$ cat config.mk
export PLATFORM = sky130hd
export DESIGN_NAME = psrn_sat_cnt
export DESIGN_NICKNAME = d
export VERILOG_FILES = /design/src/rtl/psrn_sat_cnt.sv
export SDC_FILE = /design/constraint.sdc
export NUM_CORES = 1
export LEC_CHECK = 0
export ABC_AREA = 1
export BUFFER_PORTS_ARGS = -buffer_cell sky130_fd_sc_hd__clkbuf_2
export CORE_AREA = 2 2 70 72
export CTS_CLUSTER_SIZE = 28
export DETAILED_ROUTE_END_ITERATION = 16
export DIE_AREA = 0 0 72 74
export GPL_ROUTABILITY_DRIVEN = 0
export PLACE_DENSITY = 0.52
export SLEW_MARGIN = 10
export SYNTH_ARGS = -nofsm -noshare
export SYNTH_HDL_FRONTEND = slang
export SYNTH_SLANG_ARGS = --single-unit
$ cat constraint.sdc
create_clock -name clk -period 1.94 [get_ports clk]
set_input_delay 0.097 -clock clk [delete_from_list [all_inputs] [get_ports clk]]
set_output_delay 0.097 -clock clk [all_outputs]
set_load 0.02 [all_outputs]
$ cat src/rtl/psrn_sat_cnt.sv
// Saturating up-counter with synchronous clear and increment-by-amt; a clear
// coincident with an increment leaves the counter at amt.
module psrn_sat_cnt #(
  parameter int W  = 16,
  parameter int AW = 5
) (
  input  logic          clk,
  input  logic          rst_n,
  input  logic          clear,
  input  logic          inc,
  input  logic [AW-1:0] amt,
  output logic [W-1:0]  cnt
);

  logic [W:0] sum;

  assign sum = {1'b0, cnt} + (W+1)'(amt);

  always_ff @(posedge clk or negedge rst_n) begin
    if (!rst_n) begin
      cnt <= '0;
    end else if (clear) begin
      cnt <= inc ? W'(amt) : '0;
    end else if (inc) begin
      cnt <= sum[W] ? {W{1'b1}} : sum[W-1:0];
    end
  end

endmodule

Word-level counts from Yosys, hierarchy flattened
Cells that the tools add are included.

storage, ports and cells
  flip-flop bits (word level) = 16
  input port bits = 9
  output and inout bits = 16
  word-level logic and storage cells = 7

operators by class
  add/subtract/negate cells = 1
  mux-type cells = 4
  reductions and logical operators = 1

operator list
  operator            count
  $mux W16            3
  $add A16 B5 Y17     1
  $mux W5             1
  $reduce_bool A2 Y1  1

Longest topological paths before layout
Gate-level depths: netlist of the first run.

  word-level depth = 4
  mapped depth = 11
  gate-level depth less buffers = 11

Least setup slack after synthesis of the first run
Ideal clock, no wire load.

  path type = register to register
  start = register cnt[0]
  end = register cnt[1]
  setup time = 120 ps
  arrival time = 1714 ps
  data required time = 1820 ps
  path slack = 106 ps
  cell stages (with the launch flop) = 11
  path buffers = 0
  period minus slack after synthesis = 1834 ps
  cell sequence = dfrtp_1 -> ha_1 -> fa_1 -> nand2_1 -> nand3_2 -> nand3_2 -> nand2_4 -> nand3_4 -> inv_2 -> o21ai_1 -> nand2_1

on the way
  longest elaborated chain between the ends = 4

RTL lines
  what                    RTL line  source
  start, declared         12        output logic [W-1:0] cnt
  start signal, assigned  23        cnt <= inc ? W'(amt) : '0;
  start signal, assigned  25        cnt <= sum[W] ? {W{1'b1}} : sum[W-1:0];
  $add A16 B5 Y17         17        assign sum = {1'b0, cnt} + (W+1)'(amt);
  $mux W16                25
  $mux W16                24        end else if (inc) begin
  $mux W16                22        end else if (clear) begin

Every way passes these cells. The select of a mux whose other input is x is not followed.
A chain may end at the register's enable or synchronous reset.

Final worst setup path of the first run
  start = register cnt[0]
  end = register cnt[0]

The elaborated chain is that of the path after synthesis.

==> out/summary.txt, run 1 <==
TritonCTS buffer count - 3
CTS HTree Levels - 1
initial cell density of the core - 28.71%
CP bufs+invs - 1
Setup WS pre-CTS - 38.54 ps
Largest register FFs - 16
Mean Syn Cell Area - 6.667 um2
share of cells above drive strength 1 - 22.47%
first-pass GRT wire length - 5768 um
initial antenna violation count - 0
Clk Tree Root Cell - clkbuf_8
post-route setup slack - 149.6 ps
row cnt - 25
peak supply drop - 0.2728 mV
cells after synthesis - 198
Worst setup EP type - register
Slew Limit Fails - 0
max incr delay on CP - 400 ps
Synth cell types - 26
DR iter-0 viols - 30
Die H - 74 um
antenna cells - 0
synth warn - 0
CP max stage cell - dfrtp_1
area delta synth->final - 20.00%
vias in the first global route - 1237
slew at the pin closest to its max-slew limit - 476.2 ps
Multi-input gate area - 843.3 um2
outcome - complete, no violations
total track usage - 14.03%
Vias - 1285
DRC Markers - 0
FF+latch area - 400.4 um2
RSZ-0062 raised after global routing - no
worst skew pair latency - 250 ps
top flop regs - cnt (16)
routed wire length - 3318 um
largest net degree at the start of global routing - 17
minimum clock period - 1790 ps
Post-Route Setup TNS - 0 ps
family with the most delay on the worst path - simple AND/OR/NAND/NOR gates
global route total overflow - 0
DRT antenna net count - 0
max-cap violations - 0
CP max FO - 7
sequential fraction of the synthesis area - 30.33%
Die W - 72 um
Worst Clk Skew - 6.650 ps
syn_nets - 213
Post-Syn Area - 1320 um2
max_slew headroom - 68.22%
TritonRoute pass-1 iters - 4
final setup vio count - 0
ys async rst share - 100.0%
Tcrit/Tclk final - 92.29%
kind of critical path - register to register
IO Count - 25
detailed placer's ending HPWL - 2508 um
Post-synth EDFFs - 0
Reg with most FFs - cnt
IO buf count - 24
cell chain of the critical path - ha_2 -> fa_2 -> nand2_1 -> nand3_2 -> nand3_2 -> nand2_4 -> nand3_4 -> inv_2 -> o21ai_1 -> nand2_1
Longest Clk Path Bufs - 2
Leak - 0.8379 nW
Worst Hold Class - primary input to register
predominant post-synthesis flop cell - dfrtp_1
arrival time worst endpoint - 1930 ps
P per Cell Area - 697.5 nW/um2
Final Net Count - 244
mean number of vias per cell - 4.573
DR WL/cell - 11.81 um
#FFs+latches synth - 16
CTS tree - yes
clock sink count - 16
achievable frequency - 0.5585 GHz
area of the core - 4598 um2
DIE AREA - 5328 um2
CP Data Required Time - 2080 ps
number of fill cells in the layout - 504
Final Hold Viols - 0
Clock transition at path regs - 70 ps
Setup crit start kind - register
## worst paths after layout
kind	from	end	slack (ps)	depth (start not counted)
max	cnt[0]	cnt[0]	150	10
min	amt[4]	cnt[4]	90	3
max reg2reg	cnt[0]	cnt[0]	150	10
min reg2reg	cnt[4]	cnt[4]	530	2
max in group asynchronous	rst_n	cnt[14]	1310	2
min in group asynchronous	rst_n	cnt[2]	320	2
## where the power goes
group	leakage [nW]	internal (mW)	total (mW)	switching, mW
registers	0.215	0.370	0.414	0.0438
logic	0.601	0.155	0.432	0.277
clock network	0.0216	0.138	0.259	0.121
total	0.838	0.663	1.10	0.442
## metal layers
metal  vias to the layer above  global-route usage, %  part of all wire (%)  routed length [um]
li1                        690                      -                     -                   -
met1                       579                  18.95                    49                1628
met2                        14                  22.43                    47                1555
met3                         2                  2.033                   2.8                  93
met4                         0                  6.289                   1.2                  40
met5                         -                      0                     0                   0
## kinds of logic (layout without fill, tap and decap cells)
family                     Yosys count  count (layout)  synth area share, %
adders and majority gates            6               6                6.256
buffers and inverters               25              53                7.677
DFF                                 16              16                30.33
AOI/OAI and AO/OA                    6               6                2.843
xor gates and xnor gates             3               3                1.991
and+or+nand+nor                    142             143                50.90
## worst min-delay path, stage by stage
cell and delay (ps):
clkbuf_2 90, nand2_1 50, nand3_1 70
## cell usage after synthesis, types with 3 or more instances
cell / count / share of area, %
nand2_2: 4 / 1.9
nand3_1: 27 / 10
nor2_1: 8 / 2.3
inv_1: 20 / 5.7
dfrtp_1: 16 / 30
ha_1: 5 / 4.7
nand3_2: 3 / 2.3
o21ai_1: 3 / 1.1
inv_2: 3 / 0.85
nand2_1: 87 / 25
## area by class of cell
class                   instances  share of cell area, %
flip-flops and latches         16                  25.28
repair buffers                 27                  9.163
clock buffers                   3                  2.607
well taps                      54                  4.265
multi-input cells             158                  53.24
inverters                      23                  5.450
## layout by cell type, fill, tap and decap left out, types with 3 or more instances in the layout
master	netlist	final
nand3_1	27	27
dfrtp_1	16	16
ha_1	5	4
nand3_2	3	3
clkbuf_2	0	24
nor2_1	8	8
inv_2	3	3
inv_1	20	20
nand2_1	87	86
o21ai_1	3	3
nand2_2	4	5
clkbuf_8	0	3
## through the flow
stage | utilization (%) | hold WS [ps] | power, mW | cells | cell area (um2)
finish | 34.45 | 94.67 | 1.105 | 281 | 1584
global route | 34.45 | 101.4 | 1.208 | 281 | 1584
CTS | 33.90 | 88.75 | 1.122 | 280 | 1559
detailed placement | 32.79 | 67.69 | 0.8470 | 276 | 1508
global placement | 32.79 | 67.38 | 0.8506 | 276 | 1508
floorplan | - | -198.6 | 0.7260 | 198 | 1320
## timing repair
| item | CTS | global route |
|---|---|---|
| resized for setup | 0 | 4 |
| setup buffers | 0 | 0 |
| hold buffers | 1 | 0 |
| setup endpoints to repair | 0 | 16 |
| endpoints found under the hold margin | 16 | 0 |
(Power assumes the default switching activity.)
==> inputs of run 2 (changes only) <==
--- a/config.mk
+++ b/config.mk
@@ -7,10 +7,10 @@
 export LEC_CHECK = 0
 export ABC_AREA = 1
 export BUFFER_PORTS_ARGS = -buffer_cell sky130_fd_sc_hd__clkbuf_2
-export CORE_AREA = 2 2 70 72
+export CORE_AREA = 10 10 78 80
 export CTS_CLUSTER_SIZE = 28
 export DETAILED_ROUTE_END_ITERATION = 16
-export DIE_AREA = 0 0 72 74
+export DIE_AREA = 0 0 88 90
 export GPL_ROUTABILITY_DRIVEN = 0
 export PLACE_DENSITY = 0.52
 export SLEW_MARGIN = 10
==> constraint.sdc (replaced) <==
create_clock -name clk -period 1.7 [get_ports clk]
set_input_delay 0.085 -clock clk [delete_from_list [all_inputs] [get_ports clk]]
set_output_delay 0.085 -clock clk [all_outputs]
set_load 0.02 [all_outputs]
==> out/summary.txt, run 2 (synthesized netlist as in run 1, its figures left out) <==
outcome - finished with violations
failing checks - negative setup slack
first-pass GRT wire length - 6527 um (+13%)
CP Data Required Time - 1850 ps (-230 ps)
IO buf count - 24 (unchanged)
hold slack final - 84.71 ps (-9.960 ps)
Final Net Count - 253 (+3.7%)
Worst Hold Class - primary input to register
DRC Markers - 0 (unchanged)
DRT antenna net count - 0 (unchanged)
DR iter-0 viols - 47 (+57%)
antenna cells - 0 (unchanged)
detailed placer's ending HPWL - 2797 um (+12%)
Largest register FFs - 16 (unchanged)
CP max stage cell - dfrtp_2
largest net degree at the start of global routing - 17 (unchanged)
Worst Clk Skew - 5.365 ps (-1.285 ps)
achievable frequency - 0.5711 GHz (+2.3%)
Worst setup EP type - register
initial cell density of the core - 28.71% (unchanged)
Clk Tree Root Cell - clkbuf_8
Setup WS pre-CTS - -65.70 ps (-104.2 ps)
Tcrit/Tclk final - 103.0% (+11 points)
CP max FO - 7 (unchanged)
Vias - 1322 (+2.9%)
Reg2Reg Depth - 10 (unchanged)
minimum clock period - 1751 ps (-39.56 ps)
routed wire length - 3722 um (+12%)
peak supply drop - 0.3193 mV (+17%)
row cnt - 25 (unchanged)
most common cell after layout, fill and taps aside - nand2_1
fin area - 1749 um2 (+10%)
RSZ-0062 raised after global routing - yes
Longest Clk Path Bufs - 2 (unchanged)
Leak - 0.9540 nW (+14%)
Slew Limit Fails - 0 (unchanged)
Post-Route Setup TNS - -256.5 ps (-256.5 ps)
P per Cell Area - 825.2 nW/um2 (+18%)
share of cells above drive strength 1 - 31.22% (+8.8 points)
TritonRoute pass-1 iters - 5 (+1)
CTS HTree Levels - 1 (unchanged)
mean number of vias per cell - 4.543 (-0.66%)
final core utilization - 38.04% (+3.6 points)
max incr delay on CP - 420 ps (+20 ps)
area delta synth->final - 32.51%
most frequent cells in the layout - 84 x nand2_1, 24 x clkbuf_2, 20 x inv_1, 20 x nand3_1, 15 x dfrtp_1
TritonCTS buffer count - 3 (unchanged)
Die H - 90 um (+22%)
slew at the pin closest to its max-slew limit - 444.9 ps (-31.28 ps)
area of the core - 4598 um2 (unchanged)
Clock transition at path regs - 70 ps (about the same)
arrival time worst endpoint - 1900 ps (-30 ps)
Setup crit start kind - register
CTS tree - yes
max-cap violations - 0 (unchanged)
cell chain of the critical path - ha_4 -> fa_2 -> nand2_1 -> nand3_2 -> nand3_4 -> nand2_8 -> nand3_4 -> inv_2 -> o21ai_2 -> nand2_1
Reg with most FFs - cnt
top flop regs - cnt (16)
Final Hold Viols - 0 (unchanged)
vias in the first global route - 1365 (+10%)
total track usage - 9.948% (-4.1 points)
final setup vio count - 11 (+11)
global route total overflow - 0 (unchanged)
clock sink count - 16 (unchanged)
Die W - 88 um (+22%)
hold path cells - 3 (unchanged)
IO Count - 25 (unchanged)
DIE AREA - 7920 um2 (+49%)
worst skew pair latency - 260 ps (about the same)
kind of critical path - register to register
initial antenna violation count - 0 (unchanged)
DR WL/cell - 12.79 um (+8.3%)
max_slew headroom - 70.34% (+2.1 points)
post-route setup slack - -50.86 ps (-200.4 ps)
area post-placement - 1569 um2 (+4.1%)
==> run 2: cell types whose count changed in the layout (fill, tap and decap cells not counted), sizes merged <==
cell | previous run | this run
buf | 2 | 11
clkbuf | 27 | 28
==> run 2: layer usage <==
| layer | share of wire, % | wire length [um] | track usage, % | up-vias |
|---|---|---|---|---|
| met5 | 0 | 0 | 0 | - |
| met4 | 1.2 | 44 | 3.590 | 0 |
| met3 | 3.2 | 120 | 1.805 | 2 |
| met2 | 47 | 1745 | 15.53 | 11 |
| met1 | 49 | 1811 | 13.10 | 602 |
| li1 | - | - | - | 707 |
==> run 2: metrics by stage <==
stage / std cells / total power, mW
CTS: 290 / 1.422
global route: 291 / 1.558
detailed placement: 282 / 1.030
global placement: 282 / 1.028
floorplan: 198 / 0.8349
finish: 291 / 1.443
==> run 2: power by group <==
group | total (mW) | internal (mW) | switching, mW
clock | 0.363 | 0.206 | 0.157
combinational | 0.605 | 0.246 | 0.360
sequential | 0.475 | 0.422 | 0.0528
total | 1.44 | 0.874 | 0.569
==> run 2: repair_timing <==
| item | 4_1_cts | 5_1_grt |
|---|---|---|
| endpoints found under the setup margin | 11 | 16 |
| hold endpoints to repair | 16 | 0 |
| resized for setup | 5 | 12 |
| pin swaps | 3 | 4 |
| buffers inserted | 2 | 1 |
| hold buffers | 1 | 0 |
| gates cloned | 1 | 0 |
==> run 2: worst paths after layout <==
path | from | slack, ps | end
setup reg to reg | cnt[0] | -50 | cnt[1]
max in group asynchronous | rst_n | 1070 | cnt[0]
setup / recovery | cnt[0] | -50 | cnt[1]
min in group asynchronous | rst_n | 300 | cnt[7]
hold / removal | amt[3] | 80 | cnt[3]
hold reg to reg | cnt[3] | 540 | cnt[3]
==> run 2: worst max-delay path, delay by kind of cell, from the launching register on <==
kind                     cells  cell delay (ps)
AO/OA/AOI/OAI                1              110
buffers and inverters        1               60
adder cells (fa/ha/maj)      2              500
AND/OR/NAND/NOR              6              560
flip-flops                   1              420
==> run 2: area by class of cell <==
| cell class | instances | area (um2) |
|---|---|---|
| Timing Repair Buffer | 36 | 212.7 |
| Sequential cell | 16 | 401.6 |
| Multi-Input combinational cell | 158 | 925.9 |
| Clock buffer | 4 | 55.05 |
| Tap cell | 54 | 67.56 |
| Fill cell | 497 | 2849 |
| Inverter | 23 | 86.33 |
==> inputs of run 3 (changes only) <==
--- a/config.mk
+++ b/config.mk
@@ -13,7 +13,8 @@
 export DIE_AREA = 0 0 88 90
 export GPL_ROUTABILITY_DRIVEN = 0
 export PLACE_DENSITY = 0.52
-export SLEW_MARGIN = 10
+export SETUP_SLACK_MARGIN = 0.3
+export SLEW_MARGIN = 20
 export SYNTH_ARGS = -nofsm -noshare
 export SYNTH_HDL_FRONTEND = slang
 export SYNTH_SLANG_ARGS = --single-unit
==> constraint.sdc (replaced) <==
create_clock -name clk -period 1.7 [get_ports clk]
set_input_delay 0.085 -clock clk [delete_from_list [all_inputs] [get_ports clk]]
set_output_delay 0.085 -clock clk [all_outputs]
set_load 0.01 [all_outputs]
==> out/summary.txt, run 3 (synthesized netlist as in run 1, its figures left out) <==
DRC Markers - 0 (unchanged)
Die W - 88 um (unchanged)
DR iter-0 viols - 53 (+13%)
Tcrit/Tclk final - 101.8% (-1.2 points)
Reg with most FFs - cnt
most frequent cells in the layout - 83 x nand2_1, 24 x clkbuf_2, 20 x inv_1, 19 x nand3_1, 16 x dfrtp_1
FF+latch area - 400.4 um2 (-0.31%)
DIE AREA - 7920 um2 (unchanged)
Slew Limit Fails - 0 (unchanged)
initial cell density of the core - 28.71% (unchanged)
area delta synth->final - 32.42% (about the same)
CTS tree - yes
initial antenna violation count - 0 (unchanged)
routed wire length - 3683 um (-1.0%)
Vias - 1353 (+2.3%)
Die H - 90 um (unchanged)
Clock transition at path regs - 70 ps (about the same)
failing checks - negative setup slack
Met2 Wirelength - 1877 um (+7.6%)
total track usage - 9.908% (-0.040 points)
first-pass GRT wire length - 6513 um (-0.21%)
max-cap violations - 0 (unchanged)
share of cells above drive strength 1 - 31.80% (+0.58 points)
IO Count - 25 (unchanged)
largest net degree at the start of global routing - 18 (+1)
Leak - 0.9686 nW (+1.5%)
outcome - finished with violations
top flop regs - cnt (16)
Worst setup EP type - register
TritonCTS buffer count - 3 (unchanged)
detailed placer's ending HPWL - 2726 um (-2.5%)
arrival time worst endpoint - 1860 ps (-40 ps)
Longest Clk Path Bufs - 2 (unchanged)
IO buf count - 24 (unchanged)
clock sink count - 16 (unchanged)
max layer used - met4
post-route setup slack - -30.50 ps (+20.36 ps)
global route total overflow - 0 (unchanged)
slew at the pin closest to its max-slew limit - 442.9 ps (-1.975 ps)
CP max FO - 2 (-5)
Worst Clk Skew - 5.722 ps (+0.3575 ps)
peak supply drop - 0.2655 mV (-17%)
antenna cells - 0 (unchanged)
kind of critical path - register to register
fin area - 1748 um2 (about the same)
Multi-input gate area - 910.9 um2 (-1.6%)
worst skew pair latency - 250 ps (about the same)
CP Data Required Time - 1830 ps (-20 ps)
mean number of vias per cell - 4.618 (+1.6%)
Setup crit start kind - register
most common cell after layout, fill and taps aside - nand2_1
power consumption - 1.379 mW (-4.4%)
max_slew headroom - 70.47% (+0.13 points)
minimum clock period - 1730 ps (-20.36 ps)
Worst Hold Class - primary input to register
area post-placement - 1573 um2 (+0.24%)
DRT antenna net count - 0 (unchanged)
P per Cell Area - 789.2 nW/um2 (-4.4%)
row cnt - 25 (unchanged)
vias in the first global route - 1374 (+0.66%)
Met1 Routed Length - 1661 um (-8.3%)
achievable frequency - 0.5779 GHz (+1.2%)
Largest register FFs - 16 (unchanged)
number of fill cells in the layout - 529 (+6.4%)
area of the core - 4598 um2 (unchanged)
Final Net Count - 255 (+0.79%)
RSZ-0062 raised after global routing - yes
TritonRoute pass-1 iters - 3 (-2)
DR WL/cell - 12.57 um (-1.7%)
Final Hold Viols - 0 (unchanged)
final setup vio count - 3 (-8)
Met3 Wirelength - 107 um (-11%)
Clk Tree Root Cell - clkbuf_8
CTS HTree Levels - 1 (unchanged)
-- run 3: changes by cell type in the layout (fill, tap and decap cells not counted), moves of 2 or more --
cell and delta:
buf_4 +2, ha_1 -2, ha_2 +2, nand3_2 +2, o21ai_1 +2, o21ai_2 -2
-- run 3: what timing repair did --
action | 4_1_cts | 5_1_grt
hold buffers | 1 | 0
endpoints found under the setup margin | 16 | 16
hold endpoints to repair | 16 | 0
resized for setup | 8 | 8
buffers inserted | 2 | 1
pin swaps | 3 | 3
cloned | 1 | 0
-- run 3: report_power, final --
part / internal [mW] / total, mW / switching, mW
Clock: 0.206 / 0.348 / 0.142
Combinational: 0.246 / 0.557 / 0.310
Sequential: 0.422 / 0.475 / 0.0525
-- run 3: final timing paths --
path | start | slack (ps) | cells after the start | endpoint
setup / recovery | cnt[0] | -30 | 9 | cnt[2]
hold / removal | amt[4] | 80 | 3 | cnt[4]
setup reg to reg | cnt[0] | -30 | 9 | cnt[2]
hold reg to reg | cnt[3] | 540 | 2 | cnt[3]
max in group asynchronous | rst_n | 1090 | 2 | cnt[8]
min in group asynchronous | rst_n | 300 | 2 | cnt[7]
-- run 3: stage by stage --
step / TNS [ps] / util [%] / hold WS (ps) / setup WS [ps] / std cells
final: -80.59 / 38.01 / 82.54 / -30.50 / 293
after global routing: -1937 / 38.01 / 85.09 / -172.7 / 293
after CTS: -158.2 / 36.82 / 74.05 / -31.22 / 292
after detailed placement: -371.2 / 34.20 / 59.36 / -66.14 / 284
after global placement: -103.0 / 34.20 / 57.98 / -38.74 / 284
after floorplan: 0 / - / -210.6 / 9.726 / 198
-- run 3: final cells by class --
type                            count  area share [%]
Multi-Input combinational cell    158           52.11
Sequential cell                    16           22.91
Timing Repair Buffer               38           13.03
Inverter                           23           4.939
Tap cell                           54           3.865
Clock buffer                        4           3.150
-- run 3: per-layer routing --
| layer | vias to the layer above | global-route usage (%) |
|---|---|---|
| li1 | 714 | - |
| met1 | 628 | 12.20 |
| met2 | 9 | 16.20 |
| met3 | 2 | 1.715 |
| met4 | 0 | 4.255 |
| met5 | - | 0 |
-- run 3: critical path: stages (launching register included) --
cell,delay [ps]
dfrtp_1,380
ha_2,180
fa_2,350
buf_4,140
buf_4,120
buf_4,120
xnor2_1,130
nand2_1,60
nand2_1,60
nand3_1,70
